### src/rtl/store_byte_serializer.sv
// Store-side byte serializer: truncates a 32-bit store value to its access
// size and writes it little-endian, one byte per req/ack transfer, to a
// byte-wide data memory. Reports completion (Done) or rejection (Err).
module store_byte_serializer #(
  parameter int ADDR_W      = 32,
  parameter int ALIGN_CHECK = 1
) (
  input  logic              Clk,
  input  logic              CLR,
  input  logic              Start,
  input  logic [ADDR_W-1:0] Addr,
  input  logic [31:0]       In,
  input  logic [1:0]        dataSize,
  output logic              Busy,
  output logic              Done,
  output logic              Err,
  output logic [ADDR_W-1:0] MemAddr,
  output logic [7:0]        MemData,
  output logic              MemWE,
  input  logic              MemAck
);

  localparam logic [0:0] IDLE  = 1'b0;
  localparam logic [0:0] WRITE = 1'b1;

  logic [0:0]  state;
  logic [1:0]  k;        // index of the byte currently on the bus
  logic [1:0]  last;     // index of the final byte (N-1)
  logic [23:0] rest;     // captured bytes not yet placed on the bus
  logic [1:0]  req_last;
  logic        illegal;

  // Decode the incoming request: final byte index and legality.
  always_comb begin
    req_last = 2'd0;
    illegal  = 1'b0;
    case (dataSize)
      2'b00: req_last = 2'd0;
      2'b01: begin
        req_last = 2'd1;
        if (ALIGN_CHECK != 0 && Addr[0]) illegal = 1'b1;
      end
      2'b10: begin
        req_last = 2'd3;
        if (ALIGN_CHECK != 0 && Addr[1:0] != 2'b00) illegal = 1'b1;
      end
      default: illegal = 1'b1;
    endcase
  end

  // Busy and the write request are both just "in WRITE".
  assign Busy  = (state == WRITE);
  assign MemWE = (state == WRITE);

  // Transfer FSM; Done/Err are one-cycle registered pulses.
  always_ff @(posedge Clk or negedge CLR) begin
    if (!CLR) begin
      state   <= IDLE;
      k       <= 2'd0;
      last    <= 2'd0;
      rest    <= 24'd0;
      MemAddr <= '0;
      MemData <= 8'd0;
      Done    <= 1'b0;
      Err     <= 1'b0;
    end else begin
      Done <= 1'b0;
      Err  <= 1'b0;
      case (state)
        IDLE: begin
          if (Start) begin
            if (illegal) begin
              Err <= 1'b1;
            end else begin
              state   <= WRITE;
              MemAddr <= Addr;
              MemData <= In[7:0];
              rest    <= In[31:8];
              k       <= 2'd0;
              last    <= req_last;
            end
          end
        end
        WRITE: begin
          if (MemAck) begin
            if (k == last) begin
              state   <= IDLE;
              MemData <= 8'd0;
              k       <= 2'd0;
              Done    <= 1'b1;
            end else begin
              // Next byte goes out back-to-back; address wraps naturally.
              k       <= k + 2'd1;
              MemAddr <= MemAddr + ADDR_W'(1);
              MemData <= rest[7:0];
              rest    <= {8'd0, rest[23:8]};
            end
          end
        end
        default: state <= IDLE;
      endcase
    end
  end

endmodule
### config.mk
export PLATFORM = sky130hd
export DESIGN_NAME = store_byte_serializer
export DESIGN_NICKNAME = d
export VERILOG_FILES = /design/src/rtl/store_byte_serializer.sv
export SDC_FILE = /design/constraint.sdc
export NUM_CORES = 1
export LEC_CHECK = 0
export CAP_MARGIN = 20
export CORE_ASPECT_RATIO = 0.9
export CORE_MARGIN = 2
export CORE_UTILIZATION = 45
export CTS_CLUSTER_DIAMETER = 80
export DETAILED_ROUTE_END_ITERATION = 6
export PLACE_DENSITY = 0.84
export SETUP_SLACK_MARGIN = 0.02
export SYNTH_ARGS = -nofsm -noshare
export SYNTH_HDL_FRONTEND = slang
export SYNTH_SLANG_ARGS = --single-unit
### constraint.sdc
create_clock -name Clk -period 2.12 [get_ports Clk]
set_input_delay 0.212 -clock Clk [delete_from_list [all_inputs] [get_ports Clk]]
set_output_delay 0.212 -clock Clk [all_outputs]
set_load 0.1 [all_outputs]
==> flow_metrics.tcl <==
set metrics [dict create \
    outcome "finished clean" \
    place_congestion 0.896 \
    finalMaxSlewViolations 0 \
    synthFlopType "dfrtp_1" \
    initial_core_util_pct 46.6 \
    htree_num_levels 3 \
    finalSetupViolCount 0 \
    wire_per_inst_um 17.5 \
    finalWirelength_mm 11.0 \
    dp_hpwl_mm 7.90 \
    startpoint_type "flop" \
    cts_sinks 71 \
    io_pins 114 \
    hold_violations 0 \
    first_iter_violations 313 \
    crit_fanout 7 \
    syn_inst 402 \
    numCtsBuffers 9 \
    grt-ovfl-total 0 \
    max_stage_delay_ns 0.41 \
    crit_top_cell "and3_1" \
    critical_path_buf_inv_count 0 \
    die_w_um 101 \
    worst_path_max_delay_cell "dfrtp_2" \
    core_area_sq_um 8110 \
    fmax_mhz 509 \
    dr_wl_met2_mm 5.06 \
    end_kind "flop" \
    wl_met3_um 797 \
    synthArstFlopShare_pct 100 \
    clk_pin_slew_ns 0.08 \
    portBuffers 113 \
    vias_per_cell 5.96 \
    antenna_cells 0 \
    die_area_sq_um 9150 \
    worst_slew_pin_slew_ns 0.657 \
    r2r_end "MemAddr[31]" \
    cts_max_path_buffers 2 \
    grt_pass1_vias 3556 \
    period_minus_slack_ns 1.97 \
    dieHeight_um 90.9 \
    synth_edf_count 0 \
    path_cells "and3_1 > and3_1 > and3_1 > nand4_1 > a311o_1" \
    required_ns 2.35 \
    antenna_found_initial 0 \
    worst_ep_arrival_time_ns 2.20 \
    skew_ns 0.00770 \
    cts_setup_buffers 0 \
    ys_seq_elements 71 \
    drc 0 \
    ys_types 53 \
    ant_nets 0 \
    final_common_cell "clkdlybuf4s50_1" \
    root_buffer "clkbuf_8" \
    grt_pass1_wl_mm 17.7 \
    syn_nets 476 \
    drive_above_1_share_pct 22.0 \
    vias 3733 \
    rsz0062_at_grt "false" \
    syn_area_sq_um 3780 \
    hold_path_class "primary input to async pin" \
    nNetsFinal 596 \
    final_cell_mix "68 x clkdlybuf4s50_1, 61 x buf_4, 47 x nand2_1" \
    dr.max_layer_used "met4" \
    hold_ws_ns 0.404 \
    fin_util_pct 65.2 \
    rows 31 \
    worst-r2r-cell-count 5 \
    setup.worst_path.class "flop to flop" \
    syn_to_final_growth_pct 39.9 \
    avgSynthCellArea_sq_um 9.40 \
    clock_latency_ns 0.36 \
    cp_top_family "simple AND/OR/NAND/NOR gates" \
    dr.pass1.iters 5 \
    rr_startpoint "MemAddr[16]" \
    drv_cap 0 \
    grt_max_degree 72 \
    cts_tree "yes" \
    r2r_slack_ns 0.15 \
    period_share_pct 92.8 \
    grt_usage_pct 24.6 \
    ys.warnings.count 0 \
    slew_headroom_pct 55.8 \
    synth.yosys.seq_area_share_pct 47.0 \
    m1WireLength_mm 4.82 \
]
==> state kept, by name (all words and copies together) (netlist names) <==
register,flops
MemData,8
Done,1
rest,24
Busy,1
MemAddr,32
Err,1
last,2
k,2
==> tightest hold or removal path: cells and delay by family <==
kind	cells	cell delay, ns
buffers and inverters	3	0.96
==> repair_timing <==
| action | CTS | global route |
|---|---|---|
| hold buffers | 1 | 0 |
| gates resized for setup | 0 | 2 |
| hold endpoints to repair | 71 | 0 |
| endpoints found under the setup margin | 0 | 7 |
==> cells in the mapped netlist (2+ instances only) <==
cell	number	area, sq um
a211oi_1	2	15.0
a21oi_1	37	185
a221o_1	7	70.1
a22o_1	12	105
a2bb2oi_1	4	35.0
a311o_1	2	20.0
a311oi_1	2	17.5
a31oi_1	5	31.3
a41o_1	2	20.0
and2_1	4	25.0
and3_1	13	81.3
and4_1	5	43.8
buf_1	4	15.0
buf_2	5	25.0
buf_4	4	30.0
clkbuf_1	13	48.8
dfrtp_1	71	1780
ha_1	4	50.1
inv_1	6	22.5
mux2i_1	18	180
nand2_1	47	176
nand3_1	12	60.1
nand4_1	10	62.6
nor2_1	29	109
nor3_1	5	25.0
nor4_1	2	12.5
o21ai_0	25	125
o22a_1	9	78.8
o22ai_1	11	68.8
o2bb2a_1	2	20.0
o31ai_1	5	37.5
or2_2	3	18.8
xor2_1	2	17.5
==> how the worst max path moves through the flow <==
stage                     depth (start not counted)   startpoint  slack, ns          end
final                                             5  MemAddr[16]       0.15  MemAddr[31]
after global routing                              5  MemAddr[17]       0.02  MemAddr[31]
after CTS                                         6   MemAddr[0]       0.17  MemAddr[16]
after detailed placement                          8  dataSize[0]      -0.16  MemAddr[31]
after global placement                            8  dataSize[0]      -0.04   MemAddr[9]
after floorplan                                   7   MemAddr[8]      -0.07  MemAddr[31]
==> area by class of cell <==
type	instances	area, sq um
fillers	658	2820
multi-input cells	299	1880
flip-flops and latches	71	1820
repair buffers	135	1230
clock buffers	10	128
well taps	99	124
clock inverters	6	85.1
inverters	6	22.5
==> logic make-up after synthesis <==
family	count (synthesis)	share of synthesized area, %
xor gates and xnor gates	2	0.464
DFF	71	47.0
adders and majority gates	4	1.32
muxes	18	4.77
buffers and inverters	32	3.74
AOI/OAI and AO/OA	137	24.7
and+or+nand+nor	138	18.0
==> metrics by stage <==
stage	cells	cell area [sq um]	worst slack, ns	TNS, ns
detailed placement	609	5060	-0.161	-3.08
floorplan	402	3820	-0.0733	-0.0733
global route	626	5290	0.0204	0
global placement	609	5060	-0.0387	-0.0756
CTS	626	5280	0.166	0
finish	626	5290	0.154	0
==> metal layers <==
layer  global-route usage, %  vias up
met5                       0        -
met4                    9.47        0
met1                    35.2     1773
met3                    5.16       29
met2                    36.4      173
li1                        -     1758
Power is left out: the tool's default activity adds up to more than one toggle a clock period on the data nets, which glitch-free logic cannot reach.
